**config.mk**
```make
export PLATFORM = sky130hd
export DESIGN_NAME = timer_alarm_scheduler
export DESIGN_NICKNAME = d
export VERILOG_FILES = /design/src/rtl/timer_pkg.sv /design/src/rtl/alarm_channel.sv /design/src/rtl/timer_alarm_scheduler.sv
export SDC_FILE = /design/constraint.sdc
export NUM_CORES = 1
export LEC_CHECK = 0
export ABC_AREA = 1
export CORE_UTILIZATION = 35
export CTS_CLUSTER_SIZE = 28
export DETAILED_ROUTE_END_ITERATION = 10
export PLACE_DENSITY = 0.57
export SLEW_MARGIN = 20
export SYNTH_ARGS = -nofsm -noshare
export SYNTH_HDL_FRONTEND = slang
export SYNTH_SLANG_ARGS = --single-unit
```
**constraint.sdc**
```tcl
create_clock -name clock -period 4.2 [get_ports clock]
set_input_delay 0.42 -clock clock [delete_from_list [all_inputs] [get_ports clock]]
set_output_delay 0.42 -clock clock [all_outputs]
set_load 0.02 [all_outputs]
```
**src/rtl/timer_pkg.sv**
```systemverilog
// Shared definitions for the alarm scheduler: timer control bit map,
// per-channel state encoding and the default count width.
package timer_pkg;

  localparam int COUNT_W_DEF     = 32;
  localparam int CTRL_W          = 8;
  localparam int CTRL_ENABLE_BIT = 0;
  localparam int CTRL_RESET_BIT  = 1;

  typedef enum logic {
    IDLE  = 1'b0,
    ARMED = 1'b1
  } chan_state_e;

endpackage

```
**src/rtl/alarm_channel.sv**
```systemverilog
// One alarm channel: holds state, deadline, period and mode,
// performs the wrap-safe expiry test and the periodic reload.
module alarm_channel
  import timer_pkg::*;
#(
  parameter int COUNT_W = COUNT_W_DEF
) (
  input  logic               clock,
  input  logic               reset,
  input  logic [COUNT_W-1:0] count_i,
  input  logic               req_hit_i,
  input  logic               req_cancel_i,
  input  logic               req_periodic_i,
  input  logic [COUNT_W-1:0] req_delay_i,
  output logic               armed_o,
  output logic               fire_o,
  output logic               overrun_o
);

  chan_state_e        state_q, state_d;
  logic [COUNT_W-1:0] deadline_q, deadline_d;
  logic [COUNT_W-1:0] period_q, period_d;
  logic               periodic_q, periodic_d;

  logic [COUNT_W-1:0] delay_sat;
  logic [COUNT_W-1:0] reload;
  logic               arm_req;
  logic               cancel_req;
  logic               expired;
  logic               fire;
  logic               reload_expired;

  // Deadline reached when (now - due) is non-negative as a signed value.
  function automatic logic reached(
    input logic [COUNT_W-1:0] now,
    input logic [COUNT_W-1:0] due
  );
    logic [COUNT_W-1:0] diff;
    diff = now - due;
    return !diff[COUNT_W-1];
  endfunction

  assign delay_sat = (req_delay_i == '0)
                   ? {{(COUNT_W-1){1'b0}}, 1'b1}
                   : req_delay_i;

  assign arm_req        = req_hit_i && !req_cancel_i;
  assign cancel_req     = req_hit_i && req_cancel_i;
  assign reload         = deadline_q + period_q;
  assign expired        = (state_q == ARMED)
                       && reached(count_i, deadline_q);
  assign fire           = expired && !req_hit_i;
  assign reload_expired = reached(count_i, reload);

  always_ff @(posedge clock) begin
    if (reset) begin
      state_q    <= IDLE;
      deadline_q <= '0;
      period_q   <= '0;
      periodic_q <= 1'b0;
    end else begin
      state_q    <= state_d;
      deadline_q <= deadline_d;
      period_q   <= period_d;
      periodic_q <= periodic_d;
    end
  end

  always_comb begin
    state_d    = state_q;
    deadline_d = deadline_q;
    period_d   = period_q;
    periodic_d = periodic_q;
    unique case (1'b1)
      cancel_req: begin
        state_d = IDLE;
      end
      arm_req: begin
        state_d    = ARMED;
        deadline_d = count_i + delay_sat;
        period_d   = delay_sat;
        periodic_d = req_periodic_i;
      end
      fire && periodic_q: begin
        deadline_d = reload;
      end
      fire && !periodic_q: begin
        state_d = IDLE;
      end
      default: ;
    endcase
  end

  always_comb begin
    armed_o   = (state_q == ARMED);
    fire_o    = fire;
    overrun_o = fire && periodic_q && reload_expired;
  end

endmodule

```
**src/rtl/timer_alarm_scheduler.sv**
```systemverilog
// Multiplexes one free-running timer across several alarm channels;
// decodes requests, keeps sticky status and drives the timer control.
module timer_alarm_scheduler
  import timer_pkg::*;
#(
  parameter  int NUM_CHANNELS = 4,
  parameter  int COUNT_W      = COUNT_W_DEF,
  localparam int IDX_W        = $clog2(NUM_CHANNELS)
) (
  input  logic                    clock,
  input  logic                    reset,
  input  logic [COUNT_W-1:0]      timer_count,
  output logic [CTRL_W-1:0]       timer_control,
  input  logic                    req_valid,
  output logic                    req_ready,
  input  logic [IDX_W-1:0]        req_chan,
  input  logic                    req_cancel,
  input  logic                    req_periodic,
  input  logic [COUNT_W-1:0]      req_delay,
  output logic [NUM_CHANNELS-1:0] alarm_pulse,
  output logic [NUM_CHANNELS-1:0] alarm_status,
  input  logic [NUM_CHANNELS-1:0] status_clear,
  output logic [NUM_CHANNELS-1:0] overrun
);

  logic                    ready_q;
  logic [CTRL_W-1:0]       ctrl_q, ctrl_d;
  logic [NUM_CHANNELS-1:0] pulse_q;
  logic [NUM_CHANNELS-1:0] status_q, status_d;
  logic [NUM_CHANNELS-1:0] overrun_q, overrun_d;

  logic                    xfer;
  logic                    any_armed;
  logic [NUM_CHANNELS-1:0] hit;
  logic [NUM_CHANNELS-1:0] armed;
  logic [NUM_CHANNELS-1:0] fire;
  logic [NUM_CHANNELS-1:0] ovr;

  assign xfer = req_valid && ready_q;

  // Indices at or beyond NUM_CHANNELS match no channel and are dropped.
  for (genvar g = 0; g < NUM_CHANNELS; g++) begin : g_chan
    assign hit[g] = xfer && (req_chan == IDX_W'(g));

    alarm_channel #(
      .COUNT_W (COUNT_W)
    ) u_chan (
      .clock          (clock),
      .reset          (reset),
      .count_i        (timer_count),
      .req_hit_i      (hit[g]),
      .req_cancel_i   (req_cancel),
      .req_periodic_i (req_periodic),
      .req_delay_i    (req_delay),
      .armed_o        (armed[g]),
      .fire_o         (fire[g]),
      .overrun_o      (ovr[g])
    );
  end

  assign any_armed = |armed;

  always_comb begin
    status_d  = (status_q & ~status_clear) | fire;
    overrun_d = (overrun_q & ~status_clear) | ovr;
    ctrl_d    = '0;
    ctrl_d[CTRL_ENABLE_BIT] = any_armed;
    ctrl_d[CTRL_RESET_BIT]  = ctrl_q[CTRL_ENABLE_BIT] && !any_armed;
  end

  always_ff @(posedge clock) begin
    if (reset) begin
      ready_q   <= 1'b0;
      ctrl_q    <= CTRL_W'(1) << CTRL_RESET_BIT;
      pulse_q   <= '0;
      status_q  <= '0;
      overrun_q <= '0;
    end else begin
      ready_q   <= 1'b1;
      ctrl_q    <= ctrl_d;
      pulse_q   <= fire;
      status_q  <= status_d;
      overrun_q <= overrun_d;
    end
  end

  assign req_ready     = ready_q;
  assign timer_control = ctrl_q;
  assign alarm_pulse   = pulse_q;
  assign alarm_status  = status_q;
  assign overrun       = overrun_q;

endmodule

```
# Word level (Yosys, flattened, before mapping)
# Cells that the tools add are included.
[op_classes]
n_addsub = 13
eq_ne = 3
n_mux = 10
n_bitwise = 5
n_reduce_logical = 67
[op_table]
columns = ["operator", "count"]
rows = [
  ["$pmux 32 s2", 4],
  ["$sub 32x32->32", 8],
  ["$add 32x32->32", 5],
  ["$logic_and 1x1->1", 34],
  ["$logic_not 32->1", 1],
  ["$mux 32", 1],
  ["$logic_not 1->1", 18],
  ["$reduce_bool 2->1", 8],
  ["$and 4x4->4", 2],
  ["$or 4x4->4", 2],
  ["$pmux 1 s2", 4],
  ["$reduce_or 2->1", 4],
  ["$eq 2x2->1 const B", 2],
  ["$not 4->4", 1],
  ["$reduce_or 4->1", 1],
  ["$eq 2x1->1 const B", 1],
  ["$logic_not 2->1", 1],
  ["$mux 1", 1],
]
[totals]
register_bits = 285
input_bits = 75
out_inout_bits = 21
word_cells = 120

# Longest topological paths before layout
# Gate-level depths: netlist of the first run.
[logic_depth]
word_depth = 7
mapped_depth = 25
ltp_nobuf = 25

# Hierarchy
# From an unflattened synthesis of the first run, not the netlist that was laid out.
[hier_totals]
hier_cells = 5938
area_unflattened_um2 = 34752.1
[by_module_without_submodules]
columns = ["module", "n_inst", "cells_per_inst", "area_each_um2", "seq_area_each_um2"]
rows = [
  ["alarm_channel at g_chan[1].u_chan", 1, 1484, 8613.3, 1321.3],
  ["alarm_channel at g_chan[2].u_chan", 1, 1484, 8612.0, 1321.3],
  ["alarm_channel at g_chan[3].u_chan", 1, 1471, 8524.4, 1321.3],
  ["alarm_channel at g_chan[0].u_chan", 1, 1435, 8463.1, 1321.3],
  ["timer_alarm_scheduler", 1, 64, 539.3, 300.3],
]

# Least setup slack after synthesis of the first run
# No wires, ideal clock.
[synth_path]
path_type = "register to register"
from = "reg g_chan[2].u_chan.period_q[0]"
to = "reg overrun_q[2] (netlist: overrun[2])"
setup_time_ns = 0.132
t_arrival_ns = 2.816
t_required_ns = 4.068
setup_slack_ns = 1.252
stages_incl_launch_ff = 22
path_buffers = 0
period_less_slack_ns = 2.948
cell_sequence = "dfxtp_1 > ha_1 > fa_1 > nand3_1 > nand3_1 > nand2_1 > nand2_1 > nand2_1 > nand2_1 > nand3_1 > nand3_1 > nand2_1 > inv_1 > ha_1 > a21oi_1 > o21a_1 > a21boi_0 > nand2_1 > a21oi_1 > nand3_1 > nand3_1 > a21oi_1"
[synth_via]
elab_chain_cells = 5
[synth_lines]
columns = ["element", "line", "rtl"]
rows = [
  ["from (decl)", "alarm_channel.sv:22", "logic [COUNT_W-1:0] period_q, period_d;"],
  ["from (signal assigned)", "alarm_channel.sv:64", "period_q <= period_d;"],
  ["$add 32x32->32", "alarm_channel.sv:49", "assign reload = deadline_q + period_q;"],
  ["$sub 32x32->32", "alarm_channel.sv:39", "diff = now - due;"],
  ["$logic_not 1->1", "alarm_channel.sv:40", "return !diff[COUNT_W-1];"],
  ["$logic_and 1x1->1", "alarm_channel.sv:97", "overrun_o = fire && periodic_q && reload_expired;"],
  ["$or 4x4->4", "timer_alarm_scheduler.sv:65", "overrun_d = (overrun_q & ~status_clear) | ovr;"],
  ["to (signal assigned)", "timer_alarm_scheduler.sv:83", "overrun_q <= overrun_d;"],
  ["to (decl)", "timer_alarm_scheduler.sv:30", "logic [NUM_CHANNELS-1:0] overrun_q, overrun_d;"],
]
# Every way passes these cells.
# A chain may end at the register's enable or synchronous reset.

# Worst setup path in the final report of the first run
[layout_path]
from = "reg g_chan[3].u_chan.deadline_q[18]"
to = "reg overrun_q[3] (netlist: overrun[3])"
[layout_via]
elab_chain_cells = 7
word_cells_on_any_way = 10
cone_classes = "add/sub (3); bitwise (1); reduce/logical (6)"
[layout_lines]
columns = ["element", "line", "rtl"]
rows = [
  ["from (decl)", "alarm_channel.sv:21", "logic [COUNT_W-1:0] deadline_q, deadline_d;"],
  ["from (signal assigned)", "alarm_channel.sv:63", "deadline_q <= deadline_d;"],
  ["parallel branches: the longest is 5 deep, another holds $add 32x32->32", "n/a", ""],
  ["$logic_and 1x1->1 *", "alarm_channel.sv:97", ""],
  ["$or 4x4->4 *", "timer_alarm_scheduler.sv:65", ""],
]
# Every way passes the cells marked *.

==> summary.txt, run 1 <==
STA
  – Clock skew: about 0.02 ns
  – Setup TNS: 0 ns
  – Max-slew headroom: 0.262
  – Worst-margin pin slew: roughly 1.1 ns
  – Min cycle time layout: 3.83 ns
  – Maximum clock frequency: 261 MHz
  – Period utilization: 0.911
  – Max-slew violation count: 0
  – Unrepaired setup endpoints after global routing: no
  – Fin. Hold Viols: 0
  – Final setup fails: 0

Outcome
  – Status: complete, no violations

Logic synthesis
  – Post-Syn Area: 28800 um^2
  – Top-count cell post-synth: nand2_1
  – Synth Area in Adders: 0.175
  – Post-synthesis simple-gate area fraction: 0.336
  – Mean Syn Cell Area: 6.06 um^2
  – Synth top area cells: dfxtp_1 (19%), nand2_1 (17%), ha_1 (17%)
  – Post-synth EDFFs: 0
  – Register area share after synthesis: 0.194
  – Cell taking the most area after synthesis: dfxtp_1
  – Ys flop type: dfxtp_1
  – Main combinational cell family by area after synthesis: simple AND/OR/NAND/NOR gates
  – Mux share of post-synthesis cell area: 0
  – Cells after Synth: 4747
  – Post-synthesis async set-or-reset flop share: 0
  – Xor/xnor share of the synthesized area: 0.0267
  – Number of distinct library cells after synthesis: 51
  – FF+latch count, synth: 279
  – Synth top cells by count: nand2_1 (1318), inv_1 (812), a21oi_1 (443)
  – Synth top area share: 0.194
  – Compound-cell area share of the yosys netlist: 0.134
  – Yosys warns: 0

Floorplan
  – Core area: 80900 um^2
  – Top Ports: 96
  – Initial core utilization: 0.355
  – FP Rows: 104
  – Chip Height: 289 um
  – Die Width: 289 um
  – Die ar.: 83400 um^2

Min path
  – Hold Path Origin: reset
  – HP Class: primary input to flip-flop

CTS
  – CTS Buffer Depth: 3
  – Clk pin slew, worst setup/hold paths: 0.06 ns
  – CTS Hold Buffers Added: 0
  – Num CTS Buffers: 38
  – Post-CTS Resized: 0
  – CTS sink count: ~280
  – H-tree depth: 2
  – Setup Fix Bufs, Post-CTS: 0
  – CTS tree: done
  – Clk root buf: clkbuf_16
  – Clock Latency Late Sink: between 0.5 and 0.6 ns

Placement
  – Routability Congestion: 1.01
  – Dpl hpwl: approximately 110 mm
  – Port buffer count: a little under 90

Setup path
  – CP Class: flip-flop to flip-flop
  – Reg2Reg Launch Point: g_chan[3].u_chan.deadline_q[18]$_SDFFE_PP0P_
  – CP required: 4.62 ns
  – Arr. time, crit path: 4.24 ns
  – Crit. End Element: flip-flop
  – R2R Setup Slk: 0.37 ns
  – Startpoint Class: flip-flop
  – Crit path from: g_chan[3].u_chan.deadline_q[18]$_SDFFE_PP0P_
  – Maximum fanout along the worst path: 4

Route
  – Routed vias: roughly 32k
  – Routed wire length: 132 mm
  – DR iter-0 viols: 2936
  – Total met2 wirelength after detailed routing: 58.6 mm
  – Drt drc: 0
  – Routed length per instance: about 22 um
  – Antenna Violating Nets Remaining: 0
  – Max layer used: met5
  – Met1 WL: 58.0 mm
  – Vias per cell: 5.37
  – Routed met3 length: 9.46 mm
  – DR pass1 iterations: 6

Power
  – Worst VDD drop: 0.000270 V
  – Power Dens Cells: 249 nW/um^2
  – P_leak: between 15 and 20 nW

Job
  – Maxcap violations: 0

Finish
  – Layout Utilization: 0.405
  – Area growth, synth to finish: 13.8%
  – Layout cells sized above 1: 0.0510
  – Nets: 5334

GRT
  – Vias in the first global route: 30.2k
  – Total gr overflow: 0
  – Global-route wire length before repair: 192 mm
  – Largest net degree at the start of global routing: around 140
  – Initial antenna violation count: 8
  – Total GRT Usage: 0.313
critical path, cell delays in order (launching register included):
cell and delay (ns):
dfxtp_1 0.39, ha_1 0.40, nand2_1 0.14, nor2_1 0.16, inv_1 0.08, nor2_1 0.23, nand4_1 0.22, nand3_1 0.14
nand2_1 0.05, nand2_1 0.24, inv_1 0.08, ha_1 0.30, a21oi_1 0.13, nor2_1 0.06, nor3_1 0.13, o21ai_0 0.11
nand2_1 0.06, nand2_1 0.04, a21oi_1 0.25, nand3_1 0.12, nand3_1 0.10, buf_4 0.16, a21oi_1 0.07
cells in the final DEF (no fill, tap or decap), types with 5 or more instances in the layout:
cell type	count
clkbuf_8	9
fa_1	5
clkbuf_16	41
clkinv_2	5
buf_4	136
buf_12	7
nand4_1	170
o21ai_0	205
inv_2	10
o21bai_1	38
a21oi_1	443
conb_1	6
xnor2_1	24
a21o_1	18
nor3_1	43
nand3b_1	14
nand2_1	1318
nor2_2	5
nand3_1	343
nor2_1	325
clkbuf_1	6
nor4_1	6
ha_1	395
o21a_1	8
dfxtp_1	279
clkdlybuf4s50_1	88
nand2_2	8
xor2_1	62
inv_1	812
layout make-up:
cell class | instances | area [um^2]
Antenna cell | 2 | 5.00
Clock buffer | 56 | 1170
Clock inverter | 10 | 153
Fill cell | 8883 | 48200
Inverter | 823 | 3100
Multi-Input combinational cell | 3486 | 19400
Sequential cell | 279 | 5590
Tap cell | 1060 | 1330
Timing Repair Buffer | 231 | 2040
cells by family after synthesis:
group           Yosys count
compound gates          729
xor+xnor                 87
fa+ha+maj               400
buf+inv                 987
flops                   279
other cells               1
simple gates           2264
path summary, 6_finish.rpt:
kind / cells past startpoint / to
setup reg to reg: 22 / overrun[3]$_SDFF_PP0_
setup / recovery: 22 / overrun[3]$_SDFF_PP0_
hold reg to reg: 2 / timer_control[1]$_SDFF_PP1_
hold / removal: 2 / g_chan[2].u_chan.deadline_q[17]$_SDFFE_PP0P_
through the flow:
stage	setup WS [ns]	cell area (um^2)	power [mW]	hold slack, ns	instances
final	0.375	32700	8.16	0.346	5947
after detailed placement	0.132	31400	4.59	0.454	5879
after global routing	0.135	32700	8.46	0.342	5947
after floorplan	1.25	28800	3.77	0.452	4752
after global placement	0.199	31400	4.59	0.448	5879
after CTS	0.449	32700	8.17	0.316	5945
routing by layer:
layer	vias to the layer above	GRT usage
met5	-	0
met4	2	0.135
met3	256	0.0334
met2	1274	0.509
met1	14872	0.416
li1	15526	-
registers in the layout, summed over array words and instances, names as in the netlist:
| signal | flops |
|---|---|
| g_chan.u_chan.deadline_q | 128 |
| g_chan.u_chan.period_q | 128 |
| req_ready | 1 |
| overrun | 4 |
| alarm_pulse | 4 |
| timer_control | 2 |
| g_chan.u_chan.periodic_q | 4 |
| alarm_status | 4 |
| g_chan.u_chan.armed_o | 4 |
where the power goes:
part | internal (mW) | switching [mW]
Sequential | 2.70 | 0.0524
Combinational | 0.597 | 1.24
Clock | 2.17 | 1.41
No activity file was read; power rests on OpenSTA's default activity.
==> run 2: changes to the inputs <==
--- a/config.mk
+++ b/config.mk
@@ -6,6 +6,7 @@
 export NUM_CORES = 1
 export LEC_CHECK = 0
 export ABC_AREA = 1
+export CORE_MARGIN = 5
 export CORE_UTILIZATION = 35
 export CTS_CLUSTER_SIZE = 28
 export DETAILED_ROUTE_END_ITERATION = 10
==> run 2 against run 1 <==
  * Final area increased by 0.30%
  * Final cell count increased by 0.59%
  * Largest power group unchanged
  * Setup slack improved by 0.030 ns
  * Register-to-register slack improved by 0.03 ns
  * Global-route usage decreased by 3.1 points
  * Clock power decreased by 5%
  * Non-clock buffer count increased by 20
==> summary.txt, run 2 (synthesis results as in run 1) <==
STA
  – Unrepaired setup endpoints after global routing: no
  – Clock skew: around 0.032 ns
  – Period utilization: 0.904
  – Max-slew violation count: 0
  – Fin. Hold Viols: 0
  – Worst-margin pin slew: 1.12 ns
  – Maximum clock frequency: 263 MHz
  – Setup TNS: 0 ns
  – Min cycle time layout: approximately 3.8 ns
  – Final setup fails: 0
  – Max-slew headroom: 0.246
  – Final worst slack: 0.404 ns

CTS
  – Post-CTS Resized: 0
  – Clk pin slew, worst setup/hold paths: 0.06 ns
  – Num CTS Buffers: 38
  – Setup Fix Bufs, Post-CTS: 0
  – CTS Hold Buffers Added: 0
  – CTS tree: done
  – H-tree depth: 2
  – Clock Latency Late Sink: 0.59 ns
  – CTS sink count: 279
  – Clk root buf: clkbuf_16
  – CTS Buffer Depth: 3

Setup path
  – Startpoint Class: flip-flop
  – CP Class: flip-flop to flip-flop
  – Crit. End Element: flip-flop
  – Delay-heaviest family, CP: simple AND/OR/NAND/NOR gates
  – Maximum fanout along the worst path: 5
  – Crit path buffers/inverters: 4
  – Arr. time, crit path: ~4.2 ns
  – Worst path cell trace: ha_1, nand2_1, nor2_1, inv_1, nor2_1, nand4_1, nand3_1, nand2_1, nand2_1, inv_1, ha_1, a21oi_1, nor2_1, nor3_1, o21ai_0, nand2_1, nand2_1, a21oi_1, buf_4, nand3_1, nand3_1, buf_4, a21oi_1
  – Critical path's most frequent cell: nand2_1
  – CP peak stage delay: 0.37 ns
  – CP required: between 4 and 5 ns
  – Worst path slowest cell: ha_1

Finish
  – Post-Layout Cell Count: 5982
  – Layout cells sized above 1: 0.0550
  – FF/Latch Area: 5590 um^2
  – Area growth, synth to finish: 14.2%
  – Area occupied by multi-input gates: about 19000 um^2
  – Nets: between 5k and 6k
  – Most frequent cells in the layout: nand2_1 (1318), inv_1 (812), a21oi_1 (443), ha_1 (395), nand3_1 (343)
  – Largest registers: g_chan.u_chan.deadline_q x128, g_chan.u_chan.period_q x128
  – Commonest non-fill, non-tap cell in the layout: nand2_1
  – Layout Utilization: 0.401
  – FILL cells: around 9.0k

Route
  – Max layer used: met5
  – Met1 WL: 56.0 mm
  – DR iter-0 viols: 3063
  – Antenna Violating Nets Remaining: 0
  – DR pass1 iterations: 6
  – Vias per cell: 5.30
  – Drt drc: 0
  – Routed vias: approximately 32k
  – Routed wire length: 130 mm
  – Total met2 wirelength after detailed routing: 57.9 mm
  – Routed length per instance: 21.7 um
  – Routed met3 length: between 9 and 10 mm

Power
  – P_leak: 16.9 nW
  – Power Dens Cells: around 240 nW/um^2
  – Worst VDD drop: roughly 0.00023 V

Outcome
  – Status: complete, no violations

Floorplan
  – Die Width: 297 um
  – Chip Height: slightly below 300 um
  – Initial core utilization: 0.352
  – FP Rows: 105
  – Die ar.: 88000 um^2
  – Top Ports: 96
  – Core area: 81800 um^2

Placement
  – Routability Congestion: 1.01
  – Dpl hpwl: 106 mm
  – Pre-CTS WS: roughly 0.25 ns
  – Placed Instances: 5909
  – Port buffer count: 89

GRT
  – Initial antenna violation count: 5
  – Vias in the first global route: 30.0k
  – Total GRT Usage: 0.281
  – Global-route wire length before repair: 188 mm
  – Largest net degree at the start of global routing: 149
  – Total gr overflow: 0

Min path
  – HP Class: primary input to flip-flop

Job
  – Maxcap violations: 0
## run 2: worst reg2reg max path, stage by stage (launching register included)
cell and delay [ns]:
dfxtp_1 0.32, ha_1 0.37, nand2_1 0.16, nor2_1 0.17
inv_1 0.07, nor2_1 0.32, nand4_1 0.29, nand3_1 0.18
nand2_1 0.06, nand2_1 0.14, inv_1 0.06, ha_1 0.29
a21oi_1 0.14, nor2_1 0.05, nor3_1 0.11, o21ai_0 0.11
nand2_1 0.07, nand2_1 0.05, a21oi_1 0.15, buf_4 0.15
nand3_1 0.07, nand3_1 0.09, buf_4 0.15, a21oi_1 0.07
## run 2: power breakdown
part | switching, mW | leakage, nW | internal (mW)
logic | 1.22 | 14.0 | 0.608
registers | 0.0489 | 2.26 | 2.70
clock network | 1.39 | 0.628 | 2.00
total | 2.67 | 16.9 | 5.31
## run 2: per-stage QoR
step	total power, mW	area (um^2)	hold slack (ns)
floorplan	3.77	28800	0.452
global placement	4.58	31600	0.438
detailed placement	4.59	31600	0.438
CTS	7.97	32800	0.265
global route	8.26	32800	0.285
finish	7.97	32800	0.293
## run 2: path summary, 6_finish.rpt
kind                                                     start                     endpoint  slack, ns  cells after the start
hold / removal                                           reset  timer_control[0]$_SDFF_PP0_       0.29                      2
setup reg to reg  g_chan[3].u_chan.deadline_q[19]$_SDFFE_PP0P_        overrun[3]$_SDFF_PP0_       0.40                     23
hold reg to reg                    timer_control[0]$_SDFF_PP0_  timer_control[1]$_SDFF_PP1_       0.45                      2
setup / recovery  g_chan[3].u_chan.deadline_q[19]$_SDFFE_PP0P_        overrun[3]$_SDFF_PP0_       0.40                     23
## run 2: layer usage
metal | global-route usage | up-vias
met3 | 0.0340 | 233
met5 | 0 | -
li1 | - | 15586
met2 | 0.465 | 1145
met1 | 0.374 | 14722
met4 | 0.112 | 2
## run 2: layout make-up
type                    count  area share
multi-input cells        3486       0.590
flip-flops and latches    279       0.170
well taps                1070      0.0408
diodes                      4    0.000305
repair buffers            251      0.0664
inverters                 823      0.0943
clock buffers              60      0.0361
clock inverters             9     0.00251
